## src/rtl/rip_hazard_ctrl.sv

```systemverilog
// Decode-stage hazard sequencer: load-use interlock, memory stall and redirect flush.
// Drives de_ready/ex_stall/if_stall and keeps stall/flush performance counters.
module rip_hazard_ctrl #(
    parameter int FLUSH_CYCLES = 2,
    parameter int CNT_W        = 32
) (
    input  logic             clk,
    input  logic             rst_n,
    input  logic             if_valid,
    input  logic [31:0]      if_inst_code,
    input  logic [4:0]       de_rd_num,
    input  logic             de_is_load,
    input  logic             mem_busy,
    input  logic             ex_redirect,
    output logic             de_ready,
    output logic             ex_stall,
    output logic             if_stall,
    output logic             flushing,
    output logic [CNT_W-1:0] stall_cnt,
    output logic [CNT_W-1:0] flush_cnt
);

    // state | meaning
    // RUN   | normal issue, load-use interlock and redirect acceptance
    // FLUSH | decode bubbles after a redirect, cnt_q counts remaining bubbles
    typedef enum logic {RUN = 1'b0, FLUSH = 1'b1} state_t;

    localparam logic [6:0] OPC_OP     = 7'b0110011;
    localparam logic [6:0] OPC_OP_IMM = 7'b0010011;
    localparam logic [6:0] OPC_LOAD   = 7'b0000011;
    localparam logic [6:0] OPC_STORE  = 7'b0100011;
    localparam logic [6:0] OPC_BRANCH = 7'b1100011;
    localparam logic [6:0] OPC_JALR   = 7'b1100111;
    localparam logic [6:0] OPC_SYSTEM = 7'b1110011;
    localparam logic [2:0] RELOAD     = 3'(FLUSH_CYCLES - 2);

    state_t           state_q, state_d;
    logic [2:0]       cnt_q, cnt_d;
    logic [CNT_W-1:0] stall_cnt_q, stall_cnt_d;
    logic [CNT_W-1:0] flush_cnt_q, flush_cnt_d;

    logic [6:0] opcode;
    logic [2:0] funct3;
    logic [4:0] rs1, rs2;
    logic       rs1_used, rs2_used, is_csr_reg, load_use;
    logic       de_ready_c, ex_stall_c, if_stall_c, flushing_c, redirect_acc;
    logic       unused_inst_bits;

    assign opcode = if_inst_code[6:0];
    assign funct3 = if_inst_code[14:12];
    assign rs1    = if_inst_code[19:15];
    assign rs2    = if_inst_code[24:20];
    assign unused_inst_bits = ^{if_inst_code[31:25], if_inst_code[11:7]};

    // CSRRW/CSRRS/CSRRC read rs1; the immediate CSR forms and ECALL/EBREAK do not
    assign is_csr_reg = (opcode == OPC_SYSTEM) &&
                        ((funct3 == 3'b001) || (funct3 == 3'b010) || (funct3 == 3'b011));

    assign rs1_used = (opcode == OPC_OP) || (opcode == OPC_OP_IMM) || (opcode == OPC_LOAD) ||
                      (opcode == OPC_STORE) || (opcode == OPC_BRANCH) || (opcode == OPC_JALR) ||
                      is_csr_reg;
    assign rs2_used = (opcode == OPC_OP) || (opcode == OPC_STORE) || (opcode == OPC_BRANCH);

    assign load_use = if_valid && de_is_load && (de_rd_num != 5'd0) &&
                      ((rs1_used && (rs1 == de_rd_num)) || (rs2_used && (rs2 == de_rd_num)));

    always_comb begin
        state_d      = state_q;
        cnt_d        = cnt_q;
        de_ready_c   = 1'b0;
        ex_stall_c   = 1'b0;
        if_stall_c   = 1'b0;
        redirect_acc = 1'b0;
        flushing_c   = (state_q == FLUSH);

        if (mem_busy) begin
            ex_stall_c = 1'b1;
            if_stall_c = 1'b1;
        end else if (ex_redirect) begin
            redirect_acc = 1'b1;
            if (FLUSH_CYCLES > 1) begin
                state_d = FLUSH;
                cnt_d   = RELOAD;
            end
        end else if (state_q == FLUSH) begin
            if (cnt_q == 3'd0) begin
                state_d = RUN;
            end else begin
                cnt_d = cnt_q - 3'd1;
            end
        end else if (load_use) begin
            if_stall_c = 1'b1;
        end else begin
            de_ready_c = if_valid;
        end

        stall_cnt_d = stall_cnt_q + (if_stall_c ? CNT_W'(1) : CNT_W'(0));
        flush_cnt_d = flush_cnt_q + ((flushing_c || redirect_acc) ? CNT_W'(1) : CNT_W'(0));
    end

    always_ff @(posedge clk) begin
        if (!rst_n) begin
            state_q     <= RUN;
            cnt_q       <= 3'd0;
            stall_cnt_q <= '0;
            flush_cnt_q <= '0;
        end else begin
            state_q     <= state_d;
            cnt_q       <= cnt_d;
            stall_cnt_q <= stall_cnt_d;
            flush_cnt_q <= flush_cnt_d;
        end
    end

    // Outputs are forced low for the whole time reset is held
    assign de_ready  = rst_n & de_ready_c;
    assign ex_stall  = rst_n & ex_stall_c;
    assign if_stall  = rst_n & if_stall_c;
    assign flushing  = rst_n & flushing_c;
    assign stall_cnt = rst_n ? stall_cnt_q : '0;
    assign flush_cnt = rst_n ? flush_cnt_q : '0;

endmodule

```

## config.mk

```make
export PLATFORM = sky130hd
export DESIGN_NAME = rip_hazard_ctrl
export DESIGN_NICKNAME = d
export VERILOG_FILES = /design/src/rtl/rip_hazard_ctrl.sv
export SDC_FILE = /design/constraint.sdc
export NUM_CORES = 1
export LEC_CHECK = 0
export ABC_AREA = 1
export BUFFER_PORTS_ARGS = -buffer_cell sky130_fd_sc_hd__buf_4
export CAP_MARGIN = 20
export CORE_ASPECT_RATIO = 0.9
export CORE_UTILIZATION = 25
export DETAILED_ROUTE_END_ITERATION = 8
export PLACE_DENSITY_LB_ADDON = 0.2
export SLEW_MARGIN = 20
export SYNTH_ARGS = -nofsm -noshare
export SYNTH_HDL_FRONTEND = slang
export SYNTH_SLANG_ARGS = --single-unit
```

## constraint.sdc

```tcl
create_clock -name clk -period 2.2 [get_ports clk]
set_input_delay 0.22 -clock clk [delete_from_list [all_inputs] [get_ports clk]]
set_output_delay 0.22 -clock clk [all_outputs]
set_load 0.01 [all_outputs]
```

# Word level (Yosys, flattened, before mapping)
# Index checks and enable logic that the tools add are counted.
# word_totals
regBits	68
# op_classes
addsub	3
eq_ne	13
muxes	21
bitwise	5
reduce_logical	22
# ops
op	count
32-bit by 1-bit adder with 32-bit output	2
32-bit 2-to-1 mux	2
7-bit == test, second input constant	3
1-bit 2-to-1 mux	16
7-bit by 6-bit == test with 1-bit output, second input constant	2
1-bit logical OR	12
5-bit == test	2
3-bit 2-to-1 mux	3
7-bit by 2-bit == test with 1-bit output, second input constant	1
7-bit by 5-bit == test with 1-bit output, second input constant	1
3-bit by 2-bit == test with 1-bit output, second input constant	2
1-bit logical AND	6
5-bit nonzero test	1
1-bit AND	4
3-bit by 1-bit == test with 1-bit output, second input constant	1
3-bit zero test	1
3-bit AND reduction	1
3-bit by 1-bit subtractor with 3-bit output, second input constant	1
2-bit != test, second input constant	1
2-bit nonzero test	1
1-bit NOT	1

# Longest topological paths before layout
# Gate-level depths: netlist of the first run.
# logic_depth
depth_word	16
ltp_mapped	23
depth_no_buf	23

# Worst setup path after synthesis of the first run
# No wires, ideal clock.
# synth_timing
kind	input to register
from	input port de_rd_num[0]
to	register stall_cnt_q[18]
setup_time_ps	115
arrival_time_ps	2008
slack_ps	77
stages	22
path_buffers	0
path_cell_list	inv_1 > nor2_1 > nor2_1 > nand2_1 > nor2_1 > nand2_1 > nand2_1 > nand3_1 > nand2_1 > nand2_1 > inv_1 > ha_1 > ha_1 > inv_1 > nor2_1 > nand2_2 > nor2_2 > nand2_1 > clkinv_1 > nand3_1 > nand2_1 > nor2_1
# synth_between
elab_chain_len	10
word_cells_on_any_way	14
# synth_rtl
element	line_no	text
start: declaration	11	input logic [4:0] de_rd_num,
5-bit == test	65	((rs1_used && (rs1 == de_rd_num)) || (rs2_used && (rs2 == de_rd_num)));
1-bit logical AND	65	
1-bit logical OR	65	
1-bit logical AND *	64	assign load_use = if_valid && de_is_load && (de_rd_num != 5'd0) &&
1-bit 2-to-1 mux *	91	end else if (load_use) begin
1-bit 2-to-1 mux *	85	end else if (state_q == FLUSH) begin
1-bit 2-to-1 mux *	79	end else if (ex_redirect) begin
1-bit 2-to-1 mux *	76	if (mem_busy) begin
1-bit 2-to-1 mux *	97	stall_cnt_d = stall_cnt_q + (if_stall_c ? CNT_W'(1) : CNT_W'(0));
32-bit by 1-bit adder with 32-bit output *	97	
end signal: assignment	110	stall_cnt_q <= stall_cnt_d;
end: declaration	39	logic [CNT_W-1:0] stall_cnt_q, stall_cnt_d;
# Every way passes the cells marked *; elsewhere a longest branch is shown, timed or not.
# A chain may end at the register's enable or synchronous reset.

# Final worst setup path of the first run
# layout_timing
from	input port if_inst_code[3]
to	register stall_cnt_q[26]
# layout_between
elab_chain_len	16
word_cells_on_any_way	26
# layout_rtl
element	line_no	text
start: declaration	10	input logic [31:0] if_inst_code,
7-bit by 6-bit == test with 1-bit output / 7-bit by 5-bit == test with 1-bit output (equally long branches)	59, 62	
1-bit logical OR (3 in series)	59	assign rs1_used = (opcode == OPC_OP) || (opcode == OPC_OP_IMM) || (opcode == OPC_LOAD) ||
1-bit logical OR (3 in series)	60	(opcode == OPC_STORE) || (opcode == OPC_BRANCH) || (opcode == OPC_JALR) ||
1-bit logical AND	65	
1-bit logical OR *	65	
1-bit logical AND *	64	
1-bit 2-to-1 mux *	91	
1-bit 2-to-1 mux *	85	
1-bit 2-to-1 mux *	79	
1-bit 2-to-1 mux *	76	
1-bit 2-to-1 mux *	97	
32-bit by 1-bit adder with 32-bit output *	97	
# Marked as above.

==> results of run 1 <==
worst register-to-register path, cell delays in order, from the launching register on:
cell	delay, ns
dfxtp_2	0.34
inv_1	0.05
o21ai_0	0.08
ha_1	0.25
ha_1	0.21
nand2_2	0.09
nor2_4	0.20
nand2_4	0.11
nor3_4	0.15
nand2_2	0.11
nor2_2	0.12
nand2_1	0.06
a21oi_1	0.11
flip-flops by register name, indices dropped and copies added (netlist names):
signal / cells
cnt_q: 3
flush_cnt_q: 32
flushing_c: 1
stall_cnt_q: 32
layer usage:
layer | wire [microns] | vias to the layer above | part of all wire
met5 | 0 | - | 0
met4 | 101 | 0 | 0.0082
met3 | 513 | 6 | 0.042
met2 | 5580 | 85 | 0.45
met1 | 6170 | 1991 | 0.50
li1 | - | 2493 | -
power by group:
part | internal [W] | leakage [nW] | switching, W
clock | 0.000815 | 0.135 | 0.000526
sequential | 0.00125 | 0.549 | 0.00000972
combinational | 0.0000981 | 2.20 | 0.000120
path summary, 6_finish.rpt:
check	from	endpoint	slack (ns)	cells after the start
worst max-delay path	if_inst_code[3]	stall_cnt_q[26]	0.25	18
worst min-delay path	mem_busy	flushing_c	0.17	3
worst max register to register	flushing_c	flush_cnt_q[16]	0.27	12
worst min register to register	flush_cnt_q[31]	flush_cnt_q[31]	0.47	2
layout make-up:
class | instances | area share
repair buffers | 123 | 0.156
inverters | 144 | 0.0902
flip-flops and latches | 68 | 0.227
clock buffers | 13 | 0.0434
multi-input cells | 513 | 0.431
well taps | 240 | 0.0501
clock inverters | 2 | 0.00167
through the flow:
stage	instance area, sq um	std cells
2_1_floorplan	4490	739
3_3_place_gp	5670	1088
3_5_place_dp	5670	1088
4_1_cts	5940	1103
5_1_grt	5990	1103
6_report	5990	1103
kinds of logic after synthesis:
group | after synthesis | synth area share
AOI/OAI and AO/OA | 64 | 0.0727
xor gates and xnor gates | 17 | 0.0331
adders and majority gates | 6 | 0.0167
buffers and inverters | 158 | 0.132
DFF | 68 | 0.303
and+or+nand+nor | 426 | 0.442
cell usage in the layout (no fill, tap or decap), types with 8 or more instances in the layout:
cell type and count:
nand3_1 24, nor3_2 9, nor2_4 10, clkbuf_16 9
or2_0 10, o21ai_0 15, dfxtp_1 67, nor3_1 14
a21oi_1 45, nand2_1 216, buf_4 122, inv_1 134
nand4_1 15, nor2_2 8, nor2_1 92, inv_2 9
xor2_1 14
==> flow_metrics.py, run 1 <==
metrics = {
    "run_status": {
        "status": "finished clean",
    },
    "detailed_routing": {
        "drt-pass1-iter-count": 4,
        "detail_route.wl_per_cell_microns": 11.2,
        "ant_nets": 0,
        "drc": 0,
        "wirelength_microns": 12400,
        "vias": 4575,
        "post_drt_via_cell_ratio": 4.15,
        "drtIter0Drc": 187,
    },
    "synthesis": {
        "async_flop_share": 0,
        "netlist_instances": 739,
        "ys.flop_type": "dfxtp_1",
        "yosys.area.top_type": "dfxtp_1",
        "synth-edff-count": 0,
        "synth.most_common_cell": "nand2_1",
        "syn_area_sq_um": 4490,
        "synth_cell_types": 33,
        "synth_fp_nets": 788,
        "synth-seq-area-share": 0.303,
        "synth_area_per_cell_sq_um": 6.08,
        "synthTopCellsByCount": "217 x nand2_1, 135 x inv_1, 95 x nor2_1, 68 x dfxtp_1, 45 x a21oi_1",
        "yosys_register_bits": 68,
        "synthDominantCellAreaShare": 0.303,
        "ys_top_cells_by_area": "dfxtp_1 30%, nand2_1 18%, inv_1 11%, nor2_1 7.9%, a21oi_1 5.0%",
        "yosys_warnings": 0,
    },
    "cts": {
        "cts_resized": 0,
        "root_buffer": "clkbuf_16",
        "cts_tree": "done",
        "htree_num_levels": 3,
        "clock_path_buffers": 2,
        "clkLatencyLatePin_ns": 0.34,
        "clkSinkCount": 68,
        "cts_made_buffers": 9,
        "hold_buffers": 0,
        "post-cts-setup-buffer-count": 0,
        "clkSlewWorstSetupHoldPaths_ns": 0.06,
    },
    "timing": {
        "rsz0062_at_grt": "false",
        "post-route-min-period_ns": 1.95,
        "final-max-slew-violation-count": 0,
        "slew_headroom": 0.709,
        "finalSetupViolations": 0,
        "max_freq_mhz": 514,
        "fin_hold_ws_ns": 0.174,
        "finalCritPeriodShare": 0.884,
        "skew_ns": 0.00722,
        "setup_tns_ns": 0,
        "setup_slack_ns": 0.255,
        "tightest_slew_ns": 0.436,
        "finalHoldViolCount": 0,
    },
    "cells_and_area": {
        "insertedDiodeCount": 0,
        "drive_gt1_frac": 0.225,
        "multi_input_area_sq_um": 2580,
        "post-route-util": 0.340,
        "layout-area-overhead-vs-synth_pct": 33.4,
        "seq_area_sq_um": 1360,
        "final_net_count": 908,
        "fillerInstances": 2006,
    },
    "die": {
        "start_util": 0.255,
        "rows": 46,
        "pin_count": 111,
        "die_w_microns": 143,
        "die_y_microns": 129,
        "dieArea_sq_um": 18500,
        "design.core.area_sq_um": 17600,
    },
    "setup_path": {
        "crit_path_cell_trace": "buf_4, nor2_1, nand3_1, inv_1, o21ai_0, nand3_1, nand3_1, nand2_2, nand2_1, inv_2, ha_4, ha_2, inv_1, buf_4, nor2_1, nand2_1, or2_0, a21oi_1",
        "crit_path_max_fanout": 4,
        "critPathMostFrequentCell": "nand3_1",
        "required_ns": 2.47,
        "critPathMaxStageDelay_ns": 0.20,
        "timing.critical_path.slowest_stage_cell": "or2_0",
        "worst-path-buf-inv": 5,
        "end_kind": "flop",
        "worst-setup-path-type": "primary input to flop",
        "critPathLaunchType": "primary input",
        "worstPathArrival_ns": 2.22,
        "cp_top_family": "simple AND/OR/NAND/NOR gates",
    },
    "global_route": {
        "first_global_vias": 4231,
        "met1_usage": 0.188,
        "track_usage": 0.142,
        "grt_util_met3": 0.0325,
        "grt_pass1_wl_microns": 20400,
        "grt_max_degree": 35,
        "grt.busiest_layer": "met2",
        "antenna_found_initial": 0,
        "use_met2": 0.230,
        "grt_overflow": 0,
    },
    "hold_path": {
        "hold_class": "primary input to flop",
    },
    "pwr": {
        "pwr_density_cell_nw_per_um2": 470,
        "ir_drop_uv": 338,
        "p_leak_nw": 2.88,
        "p_total_w": 0.00281,
    },
    "place": {
        "dp_hpwl_microns": 9800,
        "portBuffers": 98,
        "post-place-ws_ns": -0.242,
        "gp_congestion": 0.862,
    },
    "job": {
        "max_cap_violations": 0,
    },
}
Note: power is estimated with default switching activity, not from simulation.
==> inputs of run 2 (changes only) <==
Settings changed: CELL_PAD_IN_SITES_DETAIL_PLACEMENT set to 0, CELL_PAD_IN_SITES_GLOBAL_PLACEMENT set to 1.
==> run 2 against run 1 <==
  * Combinational power barely moved
  * Non-clock buffer count rose by 2
  * Register-to-register slack got worse by 0.07 ns
  * Power rose by 5.7%
  * First-iteration DRC count rose by 24%
  * Clock skew rose by 0.0024 ns
  * Sequential power barely moved
  * Critical path type is now flop to flop
  * Die area did not move
  * Setup slack got worse by 0.058 ns
  * Routed wire length rose by 6.7%
  * Critical path depth fell by 7
==> flow_metrics.py, run 2 (same netlist as run 1, synthesis figures left out) <==
metrics = {
    "timing": {
        "finalCritPeriodShare": 0.910,
        "final-max-slew-violation-count": 0,
        "post-route-min-period_ns": 2.00,
        "fin_hold_ws_ns": 0.177,
        "finalSetupViolations": 0,
        "tightest_slew_ns": 0.398,
        "finalHoldViolCount": 0,
        "slew_headroom": 0.733,
        "max_freq_mhz": 499,
        "setup_slack_ns": 0.197,
        "skew_ns": 0.00958,
        "rsz0062_at_grt": "true",
    },
    "cells_and_area": {
        "final_common_cell": "nand2_1",
        "final_net_count": 910,
        "fillerInstances": 2003,
        "finalInstanceArea_sq_um": 6050,
        "layout-area-overhead-vs-synth_pct": 34.7,
        "final_cell_mix": "216 x nand2_1, 134 x inv_1, 123 x buf_4",
        "reg_top3": "flush_cnt_q: 32 flops, stall_cnt_q: 32 flops, cnt_q: 3 flops",
        "drive_gt1_frac": 0.229,
        "insertedDiodeCount": 0,
    },
    "global_route": {
        "grt_max_degree": 34,
        "first_global_vias": 4080,
        "grt_pass1_wl_microns": 21000,
        "antenna_found_initial": 0,
        "grt_overflow": 0,
        "track_usage": 0.147,
    },
    "detailed_routing": {
        "drc": 0,
        "ant_nets": 0,
        "drt-pass1-iter-count": 5,
        "detail_route.wl_per_cell_microns": 11.9,
        "wirelength_microns": 13200,
        "drtIter0Drc": 232,
        "vias": 4597,
        "post_drt_via_cell_ratio": 4.16,
    },
    "place": {
        "portBuffers": 98,
        "place_area_sq_um": 5690,
        "dp_hpwl_microns": 10500,
        "post-place-ws_ns": -0.275,
        "gp_congestion": 0.798,
    },
    "cts": {
        "clkSinkCount": 68,
        "root_buffer": "clkbuf_16",
        "cts_made_buffers": 9,
        "htree_num_levels": 3,
        "clkSlewWorstSetupHoldPaths_ns": 0.06,
        "clock_path_buffers": 2,
        "cts_tree": "done",
        "clkLatencyLatePin_ns": 0.34,
        "hold_buffers": 0,
    },
    "setup_path": {
        "critPathLaunchType": "flop",
        "rrSetupSlack_ns": 0.20,
        "cp_top_family": "simple AND/OR/NAND/NOR gates",
        "critPathMaxStageDelay_ns": 0.37,
        "crit_path_max_fanout": 4,
        "crit_path_cell_trace": "inv_1, o21ai_0, ha_1, ha_1, nand2_2, nor2_4, nand4_1, nor2_1, nand2_1, o21ai_1, a21oi_1",
        "worst-setup-path-type": "flop to flop",
        "r2r_cells": 11,
        "worstPathArrival_ns": 2.23,
        "required_ns": 2.43,
        "timing.critical_path.slowest_stage_cell": "dfxtp_1",
        "worst-path-buf-inv": 1,
        "end_kind": "flop",
        "critPathMostFrequentCell": "ha_1",
        "critical_path_cell_count": 11,
    },
    "die": {
        "rows": 46,
        "die_w_microns": 143,
        "pin_count": 111,
        "design.core.area_sq_um": 17600,
        "dieArea_sq_um": 18500,
        "start_util": 0.255,
        "die_y_microns": 129,
    },
    "hold_path": {
        "hold_depth": 3,
        "hold_class": "primary input to flop",
    },
    "pwr": {
        "ir_drop_uv": 344,
        "pwr_density_cell_nw_per_um2": 492,
        "p_leak_nw": 2.92,
        "p_total_w": 0.00298,
    },
    "run_status": {
        "status": "finished clean",
    },
    "job": {
        "max_cap_violations": 0,
    },
}
## run 2: final timing paths
kind	start	to
setup / recovery	flushing_c	flush_cnt_q[18]
hold / removal	mem_busy	flushing_c
setup reg to reg	flushing_c	flush_cnt_q[18]
hold reg to reg	flush_cnt_q[31]	flush_cnt_q[31]
## run 2: report_power, final
part / internal, W / switching [W] / total [W]
clock network: 0.000936 / 0.000565 / 0.00150
registers: 0.00124 / 0.00000928 / 0.00125
logic: 0.0000982 / 0.000122 / 0.000220
total: 0.00228 / 0.000696 / 0.00298
## run 2: worst min-delay path, stage by stage
cell and delay, ns:
buf_4 0.13, nand2_1 0.06, a21oi_1 0.05
## run 2: per-stage QoR
step,std cells,TNS [ns],util
2_1_floorplan,739,0,-
3_3_place_gp,1089,-3.00,0.323
3_5_place_dp,1089,-3.19,0.323
4_1_cts,1105,0,0.341
5_1_grt,1106,-0.0138,0.344
6_report,1106,0,0.344
## run 2: final cells by class
| type | instances | area (sq um) | share of cell area |
|---|---|---|---|
| multi-input cells | 513 | 2580 | 0.427 |
| flip-flops and latches | 68 | 1360 | 0.225 |
| repair buffers | 125 | 963 | 0.159 |
| inverters | 144 | 541 | 0.0893 |
| well taps | 240 | 300 | 0.0496 |
| clock buffers | 12 | 256 | 0.0424 |
| clock inverters | 4 | 47.5 | 0.00786 |
## run 2: per-layer routing
layer,vias to the layer above,GRT usage,wire (microns)
li1,2498,-,-
met1,1998,0.209,6900
met2,91,0.224,5600
met3,10,0.0347,549
met4,0,0.0338,134
met5,-,0,0
## run 2: what timing repair did
| item | in CTS | in global routing |
|---|---|---|
| gates resized for setup | 0 | 15 |
| endpoints found under the setup margin | 0 | 18 |
| setup buffers | 0 | 1 |
==> inputs of run 3 (changes only) <==
--- a/constraint.sdc
+++ b/constraint.sdc
@@ -3,2 +3,2 @@
 set_output_delay 0.22 -clock clk [all_outputs]
-set_load 0.01 [all_outputs]
+set_load 0.005 [all_outputs]
==> run 3 against run 2 <==
  * First-iteration DRC count shrank 24%
  * Combinational power hardly changed
  * Power rose by 8.4%
  * Final cell count is essentially flat
  * Utilization up 0.46 points
  * Sequential cell count unchanged
  * Cell area rose by 1.3%
  * Clock-buffer cell count stayed put
  * Sequential share of layout area shrank 0.30 points
  * Critical path type is now primary input to flop
==> flow_metrics.py, run 3 (same netlist as run 1, synthesis figures left out) <==
metrics = {
    "detailed_routing": {
        "drc": 0,
        "wirelength_microns": 13200,
        "vias": 4593,
        "drt-pass1-iter-count": 4,
        "ant_nets": 0,
        "drtIter0Drc": 177,
        "post_drt_via_cell_ratio": 4.15,
        "detail_route.wl_per_cell_microns": 11.9,
    },
    "setup_path": {
        "worst-setup-path-type": "primary input to flop",
        "cp_top_family": "simple AND/OR/NAND/NOR gates",
        "crit_path_cell_trace": "buf_4, nor2_2, nand3_1, inv_1, o21ai_0, nand3_1, nand3_1, nand2_1, nand2_1, inv_1, ha_2, ha_2, inv_1, nor2_4, nand2_4, nor2_4, nand2_1, inv_2, nand3_1, nand2_1, nor2_1",
        "worstPathArrival_ns": 2.19,
        "critPathMaxStageDelay_ns": 0.17,
        "end_kind": "flop",
        "worst-path-buf-inv": 5,
        "critPathLaunchType": "primary input",
        "required_ns": 2.44,
        "crit_path_max_fanout": 4,
        "timing.critical_path.slowest_stage_cell": "ha_2",
    },
    "place": {
        "place_area_sq_um": 5700,
        "post-place-ws_ns": -0.277,
        "portBuffers": 98,
        "gp_congestion": 0.779,
        "dp_hpwl_microns": 10400,
    },
    "cts": {
        "clkSinkCount": 68,
        "clkLatencyLatePin_ns": 0.34,
        "clock_path_buffers": 2,
        "cts_made_buffers": 9,
        "clkSlewWorstSetupHoldPaths_ns": 0.06,
        "htree_num_levels": 3,
        "root_buffer": "clkbuf_16",
        "cts_tree": "done",
    },
    "die": {
        "dieArea_sq_um": 18500,
        "die_y_microns": 129,
        "start_util": 0.255,
        "pin_count": 111,
        "design.core.area_sq_um": 17600,
        "rows": 46,
        "die_w_microns": 143,
    },
    "timing": {
        "finalCritPeriodShare": 0.889,
        "slew_headroom": 0.715,
        "finalSetupViolations": 0,
        "skew_ns": 0.00983,
        "post-route-min-period_ns": 1.95,
        "max_freq_mhz": 512,
        "finalHoldViolCount": 0,
        "setup_slack_ns": 0.245,
        "final-max-slew-violation-count": 0,
        "tightest_slew_ns": 0.425,
        "rsz0062_at_grt": "true",
        "fin_hold_ws_ns": 0.175,
        "setup_tns_ns": 0,
    },
    "cells_and_area": {
        "final_cell_mix": "216 x nand2_1, 135 x inv_1, 124 x buf_4",
        "insertedDiodeCount": 0,
        "layout-area-overhead-vs-synth_pct": 36.5,
        "reg_top3": "flush_cnt_q: 32 flops, stall_cnt_q: 32 flops, cnt_q: 3 flops",
        "finalInstanceArea_sq_um": 6130,
        "final_net_count": 911,
        "final_common_cell": "nand2_1",
        "drive_gt1_frac": 0.235,
        "post-route-util": 0.348,
    },
    "hold_path": {
        "hold_class": "primary input to flop",
    },
    "global_route": {
        "grt_pass1_wl_microns": 21400,
        "grt_max_degree": 36,
        "first_global_vias": 4231,
        "antenna_found_initial": 0,
        "grt_overflow": 0,
        "track_usage": 0.150,
    },
    "job": {
        "max_cap_violations": 0,
    },
    "run_status": {
        "status": "finished clean",
    },
    "pwr": {
        "ir_drop_uv": 356,
        "pwr_density_cell_nw_per_um2": 526,
        "p_leak_nw": 2.96,
    },
}
-- run 3: cell count changes in the layout (fill, tap and decap cells not counted), sizes merged --
cell,previous run,this run
bufinv,1,3
buf,125,126
clkinv,2,1
clkinvlp,1,0
-- run 3: tightest hold or removal path: stages --
cell	delay (ns)
buf_4	0.13
nand2_1	0.06
a21oi_1	0.05
-- run 3: what timing repair did --
action                                  in CTS  in global routing
resized for setup                            0                 23
hold buffers                                 0                  0
setup buffers                                0                  1
endpoints found under the setup margin       0                 19
-- run 3: power by group --
part | internal, W | switching [W] | total (W)
Clock | 0.00117 | 0.000583 | 0.00175
Combinational | 0.000101 | 0.000119 | 0.000220
Sequential | 0.00124 | 0.00000922 | 0.00125
-- run 3: worst paths after layout --
kind	depth (start not counted)	slack, ns	from	end
setup / recovery	21	0.25	if_inst_code[3]	stall_cnt_q[18]
setup reg to reg	11	0.27	flushing_c	flush_cnt_q[18]
hold / removal	3	0.18	mem_busy	flushing_c
hold reg to reg	2	0.48	flush_cnt_q[31]	flush_cnt_q[31]
-- run 3: through the flow --
stage	total power [W]	std cells
final	0.00323	1107
after global routing	0.00336	1107
after CTS	0.00329	1106
after detailed placement	0.00150	1090
after global placement	0.00150	1090
after floorplan	0.00139	739
-- run 3: cell type report --
cell class / instances / area (sq um)
Inverter: 144 / 541
Multi-Input combinational cell: 513 / 2610
Timing Repair Buffer: 126 / 971
Clock buffer: 12 / 256
Sequential cell: 68 / 1360
Fill cell: 1990 / 11500
Clock inverter: 4 / 95.1
Tap cell: 240 / 300
-- run 3: metal layers --
layer,track usage,share of wire,vias up
li1,-,-,2503
met3,0.0314,0.041,8
met1,0.212,0.53,2004
met5,0,0,-
met4,0.0451,0.0092,0
met2,0.228,0.42,78
